<file path="src/rtl/jtbubl_arb_pkg.sv">
// Shared types and constants for the jtbubl shared-RAM arbiter.
// Used by jtbubl_rr_pick and jtbubl_shared_arb.
package jtbubl_arb_pkg;

    typedef enum logic [1:0] {
        ST_IDLE    = 2'd0,
        ST_ACCESS  = 2'd1,
        ST_CAPTURE = 2'd2
    } arb_state_e;

    typedef logic [1:0] port_idx_t;

    localparam int        NPORTS = 3;
    localparam port_idx_t MAIN   = 2'd0;
    localparam port_idx_t SUB    = 2'd1;
    localparam port_idx_t MCU    = 2'd2;

    // Round-robin successor: main -> sub -> mcu -> main.
    function automatic port_idx_t next_port(input port_idx_t p);
        return (p == MCU) ? MAIN : port_idx_t'(p + 2'd1);
    endfunction

    function automatic port_idx_t onehot_to_idx(input logic [NPORTS-1:0] oh);
        port_idx_t idx;
        idx = MAIN;
        for (int i = 0; i < NPORTS; i++) begin
            if (oh[i]) idx = port_idx_t'(i);
        end
        return idx;
    endfunction

endpackage

</file>
<file path="src/rtl/jtbubl_rr_pick.sv">
// Combinational round-robin picker: the search starts at the port after
// `last` and returns a one-hot grant for the first pending port found.
module jtbubl_rr_pick
    import jtbubl_arb_pkg::*;
(
    input  logic [NPORTS-1:0] pending,
    input  port_idx_t         last,
    output logic [NPORTS-1:0] grant
);

    port_idx_t idx;
    logic      found;

    always_comb begin
        grant = '0;
        found = 1'b0;
        idx   = last;
        for (int k = 0; k < NPORTS; k++) begin
            idx = next_port(idx);
            if (!found && pending[idx]) begin
                grant[idx] = 1'b1;
                found      = 1'b1;
            end
        end
    end

endmodule

</file>
<file path="src/rtl/jtbubl_shared_arb.sv">
// Three-way arbiter for the single-port shared RAM (main, sub, mcu CPUs).
// Define JTBUBL_MCU_ARB_EN to make mcu a third round-robin port.
module jtbubl_shared_arb
    import jtbubl_arb_pkg::*;
#(
    parameter int AW = 13,
    parameter int DW = 8
) (
    input  logic          clk24,
    input  logic          rst_n,

    input  logic          main_cs,
    input  logic          main_we,
    input  logic [AW-1:0] main_addr,
    input  logic [DW-1:0] main_din,
    output logic [DW-1:0] main_dout,
    output logic          main_wait_n,

    input  logic          sub_cs,
    input  logic          sub_we,
    input  logic [AW-1:0] sub_addr,
    input  logic [DW-1:0] sub_din,
    output logic [DW-1:0] sub_dout,
    output logic          sub_wait_n,

    input  logic          mcu_cs,
    input  logic          mcu_we,
    input  logic [AW-1:0] mcu_addr,
    input  logic [DW-1:0] mcu_din,
    output logic [DW-1:0] mcu_dout,
    output logic          mcu_wait_n,

    output logic [AW-1:0] ram_addr,
    output logic [DW-1:0] ram_din,
    output logic          ram_we,
    input  logic [DW-1:0] ram_q
);

    logic [NPORTS-1:0] cs_vec;
    logic [NPORTS-1:0] we_vec;
    logic [AW-1:0]     addr_arr [NPORTS];
    logic [DW-1:0]     din_arr  [NPORTS];

`ifdef JTBUBL_MCU_ARB_EN
    assign cs_vec[MCU] = mcu_cs;
`else
    // mcu is kept off the rotation; its request line is deliberately dropped.
    logic unused_mcu_cs;
    assign unused_mcu_cs = mcu_cs;
    assign cs_vec[MCU]   = 1'b0;
`endif

    assign cs_vec[MAIN]   = main_cs;
    assign cs_vec[SUB]    = sub_cs;
    assign we_vec         = {mcu_we, sub_we, main_we};
    assign addr_arr[MAIN] = main_addr;
    assign addr_arr[SUB]  = sub_addr;
    assign addr_arr[MCU]  = mcu_addr;
    assign din_arr[MAIN]  = main_din;
    assign din_arr[SUB]   = sub_din;
    assign din_arr[MCU]   = mcu_din;

    arb_state_e        state_q,    state_d;
    port_idx_t         win_q,      win_d;
    port_idx_t         last_q,     last_d;
    logic [NPORTS-1:0] served_q,   served_d;
    logic              req_we_q,   req_we_d;
    logic [AW-1:0]     req_addr_q, req_addr_d;
    logic [DW-1:0]     req_din_q,  req_din_d;
    logic [DW-1:0]     dout_q [NPORTS];
    logic [DW-1:0]     dout_d [NPORTS];

    logic [NPORTS-1:0] pending;
    logic [NPORTS-1:0] grant;
    port_idx_t         grant_idx;

    assign pending   = cs_vec & ~served_q;
    assign grant_idx = onehot_to_idx(grant);

    jtbubl_rr_pick u_pick (
        .pending (pending),
        .last    (last_q),
        .grant   (grant)
    );

    // NOTE: every _d starts as its _q before any branch, so no path infers a latch.
    always_comb begin
        state_d    = state_q;
        win_d      = win_q;
        last_d     = last_q;
        served_d   = served_q;
        req_we_d   = req_we_q;
        req_addr_d = req_addr_q;
        req_din_d  = req_din_q;
        dout_d     = dout_q;

        // Dropping cs always clears served, even on the winner's CAPTURE cycle.
        for (int i = 0; i < NPORTS; i++) begin
            if (!cs_vec[i]) begin
                served_d[i] = 1'b0;
            end else if (state_q == ST_CAPTURE && win_q == port_idx_t'(i)) begin
                served_d[i] = 1'b1;
            end
        end

        case (state_q)
            ST_IDLE: begin
                if (|pending) begin
                    win_d      = grant_idx;
                    last_d     = grant_idx;
                    req_we_d   = we_vec[grant_idx];
                    req_addr_d = addr_arr[grant_idx];
                    req_din_d  = din_arr[grant_idx];
                    state_d    = ST_ACCESS;
                end
            end
            ST_ACCESS: begin
                state_d = ST_CAPTURE;
            end
            ST_CAPTURE: begin
                if (!req_we_q) dout_d[win_q] = ram_q;
                state_d = ST_IDLE;
            end
            default: begin
                state_d = ST_IDLE;
            end
        endcase
    end

    // NOTE: rst_n is only sampled here, at the clock edge: reset is synchronous.
    always_ff @(posedge clk24) begin
        if (!rst_n) begin
            state_q    <= ST_IDLE;
            win_q      <= MAIN;
            last_q     <= MCU;
            served_q   <= '0;
            req_we_q   <= 1'b0;
            req_addr_q <= '0;
            req_din_q  <= '0;
            for (int i = 0; i < NPORTS; i++) dout_q[i] <= '0;
        end else begin
            // NOTE: state flops take <= so every flop samples the pre-edge values.
            state_q    <= state_d;
            win_q      <= win_d;
            last_q     <= last_d;
            served_q   <= served_d;
            req_we_q   <= req_we_d;
            req_addr_q <= req_addr_d;
            req_din_q  <= req_din_d;
            for (int i = 0; i < NPORTS; i++) dout_q[i] <= dout_d[i];
        end
    end

    // The request is latched at grant, so a requester may drop cs mid-access.
    assign ram_we   = (state_q == ST_ACCESS) && req_we_q;
    assign ram_addr = req_addr_q;
    assign ram_din  = req_din_q;

    assign main_dout   = dout_q[MAIN];
    assign sub_dout    = dout_q[SUB];
    assign mcu_dout    = dout_q[MCU];
    assign main_wait_n = ~(cs_vec[MAIN] & ~served_q[MAIN]);
    assign sub_wait_n  = ~(cs_vec[SUB]  & ~served_q[SUB]);
    assign mcu_wait_n  = ~(cs_vec[MCU]  & ~served_q[MCU]);

endmodule

</file>
<file path="config.mk">
export PLATFORM = sky130hd
export DESIGN_NAME = jtbubl_shared_arb
export DESIGN_NICKNAME = d
export VERILOG_FILES = /design/src/rtl/jtbubl_arb_pkg.sv /design/src/rtl/jtbubl_rr_pick.sv /design/src/rtl/jtbubl_shared_arb.sv
export SDC_FILE = /design/constraint.sdc
export NUM_CORES = 1
export LEC_CHECK = 0
export CAP_MARGIN = 20
export CORE_ASPECT_RATIO = 0.5
export CORE_MARGIN = 10
export CORE_UTILIZATION = 35
export CTS_BUF_LIST = sky130_fd_sc_hd__clkbuf_8
export DETAILED_ROUTE_END_ITERATION = 6
export PLACE_DENSITY_LB_ADDON = 0.3
export SYNTH_ARGS = -nofsm -noshare
export SYNTH_HDL_FRONTEND = slang
export SYNTH_SLANG_ARGS = --single-unit
</file>
<file path="constraint.sdc">
create_clock -name clk24 -period 1.3 [get_ports clk24]
set_input_delay 0.325 -clock clk24 [delete_from_list [all_inputs] [get_ports clk24]]
set_output_delay 0.325 -clock clk24 [all_outputs]
set_load 0.05 [all_outputs]
</file>
==> results of run 1 <==
[final cells by class]
cell class	count	area (um2)	area share
Clock buffer	5	68.82	0.01541
Clock inverter	3	13.76	0.003081
Multi-Input combinational cell	162	1201	0.2689
Inverter	2	10.01	0.002241
Sequential cell	53	1075	0.2406
Tap cell	77	96.34	0.02157
Timing Repair Buffer	139	2002	0.4482
[power by group through the flow]
stage | registers, uW | logic (uW) | clock network (uW)
6_report | 1850 | 1680 | 925
5_1_grt | 1860 | 1750 | 998
4_1_cts | 1840 | 1490 | 931
3_5_place_dp | 1870 | 1360 | 0
3_3_place_gp | 1870 | 1330 | 0
2_1_floorplan | 2140 | 325 | 0
[state kept, by name (all words and copies together) (netlist names)]
register / flops
ram_addr: 13
main_dout: 8
mcu_dout: 8
ram_din: 8
sub_dout: 8
served_q: 2
state_q: 2
win_q: 2
last_q: 1
req_we_q: 1
[stage by stage]
stage	cells	total power [uW]
floorplan	234	2464
global placement	420	3200
detailed placement	420	3232
CTS	435	4260
global route	441	4611
finish	441	4457
[kinds of logic (layout without fill, tap and decap cells)]
| family | after synthesis | count (layout) | synth area share |
|---|---|---|---|
| multiplexers | 25 | 25 | 0.1169 |
| flip-flops | 53 | 53 | 0.4956 |
| AND/OR/NAND/NOR | 86 | 86 | 0.2087 |
| other | 1 | 1 | 0.001752 |
| buffers and inverters | 19 | 149 | 0.04266 |
| AO/OA/AOI/OAI | 50 | 50 | 0.1344 |
[cell usage after synthesis]
cell type / count
mux2i_1: 25
inv_2: 1
nand2_1: 46
nor2b_1: 25
nor4b_1: 1
conb_1: 1
nor3_1: 1
dfxtp_1: 53
a31oi_1: 22
and2_1: 1
buf_4: 3
inv_1: 1
clkbuf_1: 7
a21oi_1: 1
buf_2: 7
nor2_1: 4
nand2b_1: 2
o21a_1: 1
a211oi_1: 1
o211a_1: 1
nor4_4: 1
nand2b_4: 1
o21ai_0: 13
and2b_1: 1
and3b_1: 2
or4b_1: 1
o21ai_1: 11
[worst register-to-register path, delay by kind of cell (launching register included)]
family,cells,cell delay [ps]
AOI/OAI and AO/OA,3,520
buffers and inverters,3,390
DFF,1,340
and+or+nand+nor,1,250
[what timing repair did]
action	4_1_cts	5_1_grt
cloned	2	5
pin swaps	1	1
resized for setup	23	31
setup endpoints to repair	49	53
hold buffers	0	0
setup buffers	5	4
[routing by layer]
metal,track usage,vias to the layer above,part of all wire,wire (um)
met1,0.1522,1076,0.37,3066
met2,0.2992,61,0.56,4716
met4,0.04529,0,0.011,95
li1,-,1060,-,-
met3,0.04722,8,0.058,485
met5,0,-,0,0
[worst max path at each step]
stage	startpoint	end	slack, ps	cells past startpoint
after global routing	served_q[1]	ram_addr[11]	-310	7
after detailed placement	sub_cs	req_we_q	-650	7
after floorplan	win_q[1]	sub_dout[0]	-90	5
final	served_q[1]	ram_addr[11]	-270	7
after CTS	state_q[1]	ram_we	-210	3
after global placement	sub_cs	win_q[0]	-560	7
==> results.py, run 1 <==
metrics = {
    "job": {
        "maxCapViolCount": 0,
    },
    "layout": {
        "n_fill_cell": 389,
        "nets": 442,
        "layout-drive-gt1-share": 0.3462,
        "layout_common_cells": "buf_12 (56), clkdlybuf4s50_1 (53), nand2_1 (46), dfxtp_1 (46), nor2b_1 (25)",
        "stdcell_area_um2": 4467,
        "final_common_cell": "buf_12",
        "diodes": 0,
        "final_util": 0.7438,
        "syn2layout_area_growth_pct": 108.6,
    },
    "pwr": {
        "power.leakage_uw": 0.001761,
        "p_switching_uw": 1475,
        "p_int_uw": 2981,
        "peakVddDrop_uv": 756.7,
        "powerDensity_nw_per_um2": 997.7,
        "comb_power_share": 0.377,
        "clockPowerShare": 0.208,
        "swShare": 0.3310,
        "seq_power_share": 0.415,
    },
    "setup_path": {
        "reg2reg_slack_ps": -270,
        "worst-path-buf-inv": 3,
        "crit_fanout": 6,
        "cp-start-kind": "register",
        "slowest_stage": "dfxtp_2",
        "cp-end-kind": "register",
        "r2r-end": "ram_addr[11]",
        "worstPathArrival_ps": 1810,
        "cp_top_family": "compound AO/OA/AOI/OAI gates",
        "reg2regPathDepth": 7,
        "cp.required_ps": 1540,
        "path_class": "reg -> reg",
        "max_stage_delay_ps": 340,
        "r2r_start": "served_q[1]",
        "crit_chain": "and2b_2 > inv_4 > a211oi_4 > buf_6 > clkbuf_16 > o21ai_0 > a31oi_1",
    },
    "drt": {
        "drtAntennaViolNets": 0,
        "firstDrtPassIters": 4,
        "routed_wl_um": 8363,
        "via_per_inst": 5.000,
        "drc": 0,
        "routed-via-count": 2205,
        "drt_iter0_markers": 109,
        "wl_per_cell_um": 18.96,
    },
    "cts": {
        "cts_sinks": 53,
        "numCtsBuffers": 5,
        "clock-root-buffer": "clkbuf_8",
        "cts_max_path_buffers": 2,
        "cts_tree": "yes",
        "worstSkewPairLatency_ps": 320,
        "h-tree-depth": 2,
        "path_clk_slew_ps": 100,
    },
    "logic_synthesis": {
        "yosysTopAreaCellShare": 0.4956,
        "syn-num-nets": 313,
        "syn-cell-area_um2": 2141,
        "yosys_warnings": 0,
        "synth.yosys.seq_area_share": 0.4956,
        "yosys.area.top_type": "dfxtp_1",
        "avgSynthCellArea_um2": 9.149,
        "syn_inst": 234,
        "synth_cell_types": 27,
        "yosys-top-cells-area": "dfxtp_1 (50%), mux2i_1 (12%), nand2_1 (8.1%)",
        "synth-seq-cells": 53,
    },
    "placed_design": {
        "dpl_cell_area_um2": 3943,
        "pre_cts_ws_ps": -646.6,
        "dpl.hpwl_um": 5276,
        "portBuffers": 103,
        "gp_congestion": 0.7036,
    },
    "floorplan": {
        "die_height_um": 75.30,
        "die_area_um2": 9835,
        "die_w_um": 130.6,
        "start_util": 0.3565,
        "io_pins": 128,
        "rows": 20,
        "core_area_um2": 6006,
    },
    "sta": {
        "fin_crit_sh": 1.207,
        "rsz0062_at_grt": "yes",
        "max_freq_mhz": 637.4,
        "setup_slack_ps": -268.8,
        "hold_viol_final": 0,
        "skew_ps": 4.709,
        "final-setup-viol-count": 49,
        "tns_ps": -7750,
        "min_period_ps": 1569,
        "whs_ps": 396.9,
        "maxSlewViolCount": 0,
    },
    "hold_path": {
        "min_to": "served_q[1]",
        "min-delay-start": "sub_cs",
        "min_path_cells": 3,
        "hold_path_class": "in -> reg",
    },
    "global_routing": {
        "antenna_found_initial": 0,
        "grt_start_max_net_pins": 46,
        "grt_pass1_wl_um": 11740,
        "gr-usage-all-layers": 0.1517,
        "gr-total-overflow": 0,
        "grt_pass1_vias": 2289,
    },
    "run_status": {
        "violations": "setup timing",
        "outcome": "complete, but fails checks",
    },
}
No activity file was read; power rests on OpenSTA's default activity.
==> inputs of run 2 (changes only) <==
--- a/config.mk
+++ b/config.mk
@@ -11,7 +11,7 @@
 export CORE_UTILIZATION = 35
 export CTS_BUF_LIST = sky130_fd_sc_hd__clkbuf_8
 export DETAILED_ROUTE_END_ITERATION = 6
-export PLACE_DENSITY_LB_ADDON = 0.3
+export PLACE_DENSITY = 0.79
 export SYNTH_ARGS = -nofsm -noshare
 export SYNTH_HDL_FRONTEND = slang
 export SYNTH_SLANG_ARGS = --single-unit
==> results.py, run 2 (synthesized netlist as in run 1, its figures left out) <==
metrics = {
    "layout": {
        "n_fill_cell": 389,
        "nets": 436,
        "syn2layout_area_growth_pct": 102.8,
        "stdcell_count": 435,
        "diodes": 0,
        "layout-drive-gt1-share": 0.3296,
        "largest_reg_flops": 13,
        "final_common_cell": "buf_12",
        "layout_common_cells": "buf_12 (55), clkdlybuf4s50_1 (53), nand2_1 (46), dfxtp_1 (46), nor2b_1 (25)",
    },
    "cts": {
        "numCtsBuffers": 5,
        "path_clk_slew_ps": 100,
        "cts_sinks": 53,
        "hold_buffers": 0,
        "worstSkewPairLatency_ps": 300,
        "cts_tree": "yes",
        "clock-root-buffer": "clkbuf_8",
        "h-tree-depth": 2,
        "cts_max_path_buffers": 2,
    },
    "floorplan": {
        "rows": 20,
        "start_util": 0.3565,
        "die_area_um2": 9835,
        "core_area_um2": 6006,
        "die_w_um": 130.6,
        "die_height_um": 75.30,
        "io_pins": 128,
    },
    "setup_path": {
        "cp_top_family": "buffers and inverters",
        "crit_chain": "and2b_2 > inv_4 > a211oi_4 > buf_12 > buf_8 > mux2i_1 > nor2b_1",
        "worstPathArrival_ps": 1720,
        "cp.required_ps": 1500,
        "r2r-end": "win_q[0]",
        "r2r_start": "served_q[1]",
        "reg2regPathDepth": 7,
        "path_class": "reg -> reg",
        "cp-end-kind": "register",
        "slowest_stage": "dfxtp_2",
        "worst-path-buf-inv": 3,
        "crit_fanout": 6,
        "critPathCapture": "win_q[0]",
        "cp-start-kind": "register",
        "worst-path-stages": 7,
        "critPathLaunch": "served_q[1]",
        "max_stage_delay_ps": 340,
        "reg2reg_slack_ps": -220,
    },
    "sta": {
        "min_period_ps": 1523,
        "rsz0062_at_grt": "yes",
        "setup_slack_ps": -223.2,
        "max_freq_mhz": 656.5,
        "maxSlewViolCount": 0,
        "skew_ps": 5.328,
        "final-setup-viol-count": 53,
        "fin_crit_sh": 1.172,
        "whs_ps": 405.1,
        "hold_viol_final": 0,
    },
    "drt": {
        "routed_wl_um": 7637,
        "wl_met3_um": 477,
        "highest_layer": "met4",
        "firstDrtPassIters": 4,
        "via_per_inst": 4.963,
        "drc": 0,
        "drt_iter0_markers": 107,
        "wl_per_cell_um": 17.56,
        "routed-via-count": 2159,
        "drtAntennaViolNets": 0,
        "met2_wirelength_um": 3940,
        "wl_met1_um": 3085,
    },
    "global_routing": {
        "grt_start_max_net_pins": 34,
        "gr-total-overflow": 0,
        "grt_pass1_vias": 2121,
        "grt_pass1_wl_um": 11000,
        "antenna_found_initial": 0,
        "gr-usage-all-layers": 0.1397,
    },
    "run_status": {
        "violations": "setup timing",
        "outcome": "complete, but fails checks",
    },
    "placed_design": {
        "dp_cells": 417,
        "gp_congestion": 0.7983,
        "portBuffers": 103,
        "dpl.hpwl_um": 5364,
    },
    "hold_path": {
        "hold_path_class": "in -> reg",
    },
    "job": {
        "maxCapViolCount": 0,
    },
    "pwr": {
        "peakVddDrop_uv": 801.1,
        "powerDensity_nw_per_um2": 1090,
        "power.leakage_uw": 0.001727,
    },
}
## run 2: final cells by class
type,count,area (um2),share of cell area
Timing Repair Buffer,133,1902,0.4380
Multi-Input combinational cell,162,1127,0.2597
Sequential cell,53,1072,0.2470
Tap cell,77,96.34,0.02219
Clock buffer,5,68.82,0.01585
Clock inverter,3,65.06,0.01499
Inverter,2,10.01,0.002305
## run 2: report_power, final
group	switching, uW	internal (uW)
logic	737	827
clock network	550	765
registers	125	1730
## run 2: through the flow
| stage | TNS, ps | utilization | cell area [um2] | total power (uW) | setup WS [ps] |
|---|---|---|---|---|---|
| 6_report | -6889 | 0.7229 | 4342 | 4734 | -223.2 |
| 5_1_grt | -9738 | 0.7229 | 4342 | 4895 | -263.5 |
| 4_1_cts | -5761 | 0.6871 | 4126 | 4572 | -199.4 |
| 3_5_place_dp | -15620 | 0.6506 | 3908 | 3207 | -595.1 |
| 3_3_place_gp | -14000 | 0.6506 | 3908 | 3177 | -538.8 |
| 2_1_floorplan | -1141 | - | 2197 | 2464 | -88.39 |
## run 2: worst min path at each step
stage,from,to,slack (ps),cells after the start
6_report,sub_cs,served_q[1],410,3
5_1_grt,sub_cs,served_q[1],430,3
4_1_cts,sub_cs,served_q[1],390,3
3_5_place_dp,served_q[1],served_q[1],480,2
3_3_place_gp,served_q[1],served_q[1],450,2
2_1_floorplan,win_q[1],win_q[1],430,2
## run 2: repair_timing
| action | CTS | global route |
|---|---|---|
| endpoints found under the hold margin | 0 | 0 |
| resized for setup | 33 | 22 |
| pin swaps | 2 | 1 |
| cloned | 2 | 3 |
| setup buffers | 2 | 4 |
| endpoints found under the setup margin | 53 | 53 |
## run 2: worst min-delay path, cell delays in order
cell	delay (ps)
dlygate4sd2_1	240
nand2_1	60
nor2_1	50
## run 2: layer usage
| metal | up-vias | track usage |
|---|---|---|
| met3 | 12 | 0.04236 |
| met5 | - | 0 |
| li1 | 1045 | - |
| met1 | 1035 | 0.1450 |
| met2 | 67 | 0.2663 |
| met4 | 0 | 0.04896 |
==> inputs of run 3 (changes only) <==
--- a/config.mk
+++ b/config.mk
@@ -5,13 +5,14 @@
 export SDC_FILE = /design/constraint.sdc
 export NUM_CORES = 1
 export LEC_CHECK = 0
+export ABC_AREA = 1
 export CAP_MARGIN = 20
 export CORE_ASPECT_RATIO = 0.5
 export CORE_MARGIN = 10
-export CORE_UTILIZATION = 35
+export CORE_UTILIZATION = 36
 export CTS_BUF_LIST = sky130_fd_sc_hd__clkbuf_8
 export DETAILED_ROUTE_END_ITERATION = 6
-export PLACE_DENSITY = 0.79
+export PLACE_DENSITY = 0.75
 export SYNTH_ARGS = -nofsm -noshare
 export SYNTH_HDL_FRONTEND = slang
 export SYNTH_SLANG_ARGS = --single-unit
==> results.py, run 3 <==
metrics = {
    "run_status": {
        "outcome": "complete, but fails checks",
        "violations": "setup timing",
    },
    "logic_synthesis": {
        "yosys-top-cells-area": "dfxtp_1 (39%), nand2_1 (17%), nor2_1 (13%)",
        "syn-cell-area_um2": 2696,
        "synth-seq-cells": 53,
        "synth-edff-count": 0,
        "yosys_warnings": 0,
        "yosysMostFrequentCell": "nand2_1",
        "synth_cell_types": 23,
        "synth_commonest_cells": "nand2_1 (119), nor2_1 (95), inv_1 (57)",
        "synth.yosys.seq_area_share": 0.3935,
        "yosysTopAreaCellShare": 0.3935,
        "syn_inst": 417,
        "avgSynthCellArea_um2": 6.466,
        "syn-num-nets": 496,
        "async_flop_share": 0,
        "yosys.area.top_type": "dfxtp_1",
        "yosys_most_used_dff": "dfxtp_1",
    },
    "drt": {
        "drt_iter0_markers": 168,
        "routed-via-count": 2807,
        "via_per_inst": 4.414,
        "firstDrtPassIters": 4,
        "routed_wl_um": 8319,
        "wl_per_cell_um": 13.08,
        "drc": 0,
        "drtAntennaViolNets": 0,
    },
    "placed_design": {
        "gp_congestion": 0.7897,
        "dpl_cell_area_um2": 4334,
        "dpl.hpwl_um": 5856,
        "dp_cells": 608,
        "pre_cts_ws_ps": -396.5,
        "portBuffers": 103,
    },
    "setup_path": {
        "cp-start-kind": "register",
        "cp.required_ps": 1520,
        "path_class": "reg -> reg",
        "reg2regPathDepth": 8,
        "crit_chain": "inv_2 > nand2_4 > buf_6 > a21oi_4 > clkbuf_16 > nand2_1 > nor2_1 > nor2_1",
        "max_stage_delay_ps": 340,
        "crit_fanout": 6,
        "crit_top_cell": "nor2_1",
        "cp_top_family": "buffers and inverters",
        "reg2reg_slack_ps": -130,
        "worst-path-stages": 8,
        "worst-path-buf-inv": 3,
        "slowest_stage": "dfxtp_2",
        "cp-end-kind": "register",
        "worstPathArrival_ps": 1650,
    },
    "sta": {
        "max_freq_mhz": 699.2,
        "maxSlewViolCount": 0,
        "setup_slack_ps": -130.3,
        "final-setup-viol-count": 25,
        "min_period_ps": 1430,
        "whs_ps": 328.8,
        "skew_ps": 6.011,
        "hold_viol_final": 0,
        "fin_crit_sh": 1.100,
        "rsz0062_at_grt": "yes",
    },
    "layout": {
        "stdcell_count": 636,
        "largest_reg_flops": 13,
        "nets": 618,
        "final_common_cell": "nand2_1",
        "syn2layout_area_growth_pct": 80.70,
        "layout_common_cells": "nand2_1 (104), nor2_1 (85), buf_12 (56), inv_1 (54), clkdlybuf4s50_1 (52)",
        "stdcell_area_um2": 4872,
        "final_util": 0.6679,
        "diodes": 0,
        "layout-drive-gt1-share": 0.2685,
    },
    "global_routing": {
        "antenna_found_initial": 0,
        "grt_pass1_wl_um": 12030,
        "gr-usage-all-layers": 0.1278,
        "gr-total-overflow": 0,
        "grt_start_max_net_pins": 33,
        "grt_pass1_vias": 2552,
    },
    "pwr": {
        "p_switching_uw": 1664,
        "swShare": 0.3273,
        "seq_power_share": 0.365,
        "p_int_uw": 3421,
        "comb_power_share": 0.369,
        "powerDensity_nw_per_um2": 1044,
        "clockPowerShare": 0.265,
        "peakVddDrop_uv": 490.4,
        "power.leakage_uw": 0.002216,
    },
    "floorplan": {
        "start_util": 0.3696,
        "io_pins": 128,
        "die_height_um": 81.20,
        "die_w_um": 142.4,
        "rows": 22,
        "core_area_um2": 7295,
        "die_area_um2": 11560,
    },
    "hold_path": {
        "min_path_cells": 3,
        "hold_path_class": "in -> reg",
    },
    "cts": {
        "h-tree-depth": 2,
        "cts_sinks": 53,
        "numCtsBuffers": 5,
        "cts_tree": "yes",
        "path_clk_slew_ps": 100,
        "worstSkewPairLatency_ps": 320,
        "hold_buffers": 0,
        "clock-root-buffer": "clkbuf_8",
        "cts_max_path_buffers": 2,
    },
    "job": {
        "maxCapViolCount": 0,
    },
}
run 3: tightest hold or removal path: stages:
cell and delay [ps]:
buf_2 170, nand2_1 90, nor2_1 40
run 3: kinds of logic (layout without fill, tap and decap cells):
group                  Yosys count  in the layout  synth area share
other                            1              1          0.001391
AO/OA/AOI/OAI                   29             29           0.06311
AND/OR/NAND/NOR                250            250            0.3903
buffers and inverters           84            207            0.1517
flip-flops                      53             53            0.3935
run 3: cell type report:
type	count	area, um2
Tap cell	96	120.1
Timing Repair Buffer	137	1921
Inverter	62	237.7
Sequential cell	53	1071
Clock inverter	3	65.06
Clock buffer	5	68.82
Multi-Input combinational cell	280	1389
Fill cell	592	2422
run 3: repair_timing:
action | in CTS | in global routing
setup buffers | 8 | 10
gates cloned | 0 | 3
resized for setup | 15 | 44
setup endpoints to repair | 28 | 47
pin swaps | 3 | 38
run 3: path summary, 6_finish.rpt:
kind / to / start
max reg2reg: ram_addr[6] / served_q[0]
min: req_we_q / rst_n
max: ram_addr[6] / served_q[0]
min reg2reg: last_q[1] / last_q[1]
run 3: routing by layer:
| metal | vias to the layer above | routed length, um | track usage |
|---|---|---|---|
| met5 | - | 0 | 0 |
| met4 | 0 | 102 | 0.04217 |
| met3 | 9 | 654 | 0.05995 |
| met2 | 72 | 4131 | 0.2122 |
| met1 | 1256 | 3431 | 0.1444 |
| li1 | 1470 | - | - |
run 3: power groups by stage:
| stage | sequential [uW] | combinational [uW] | clock (uW) |
|---|---|---|---|
| floorplan | 2190 | 590 | 0 |
| finish | 1860 | 1880 | 1350 |
| global route | 1870 | 2000 | 1450 |
| CTS | 1860 | 1690 | 1370 |
| global placement | 1890 | 1650 | 0 |
| detailed placement | 1900 | 1660 | 0 |
run 3: metrics by stage:
step | total power [uW] | TNS [ps]
after CTS | 4919 | -637.3
after global placement | 3538 | -9326
after floorplan | 2777 | 0
final | 5085 | -1613
after global routing | 5318 | -3879
after detailed placement | 3557 | -9766
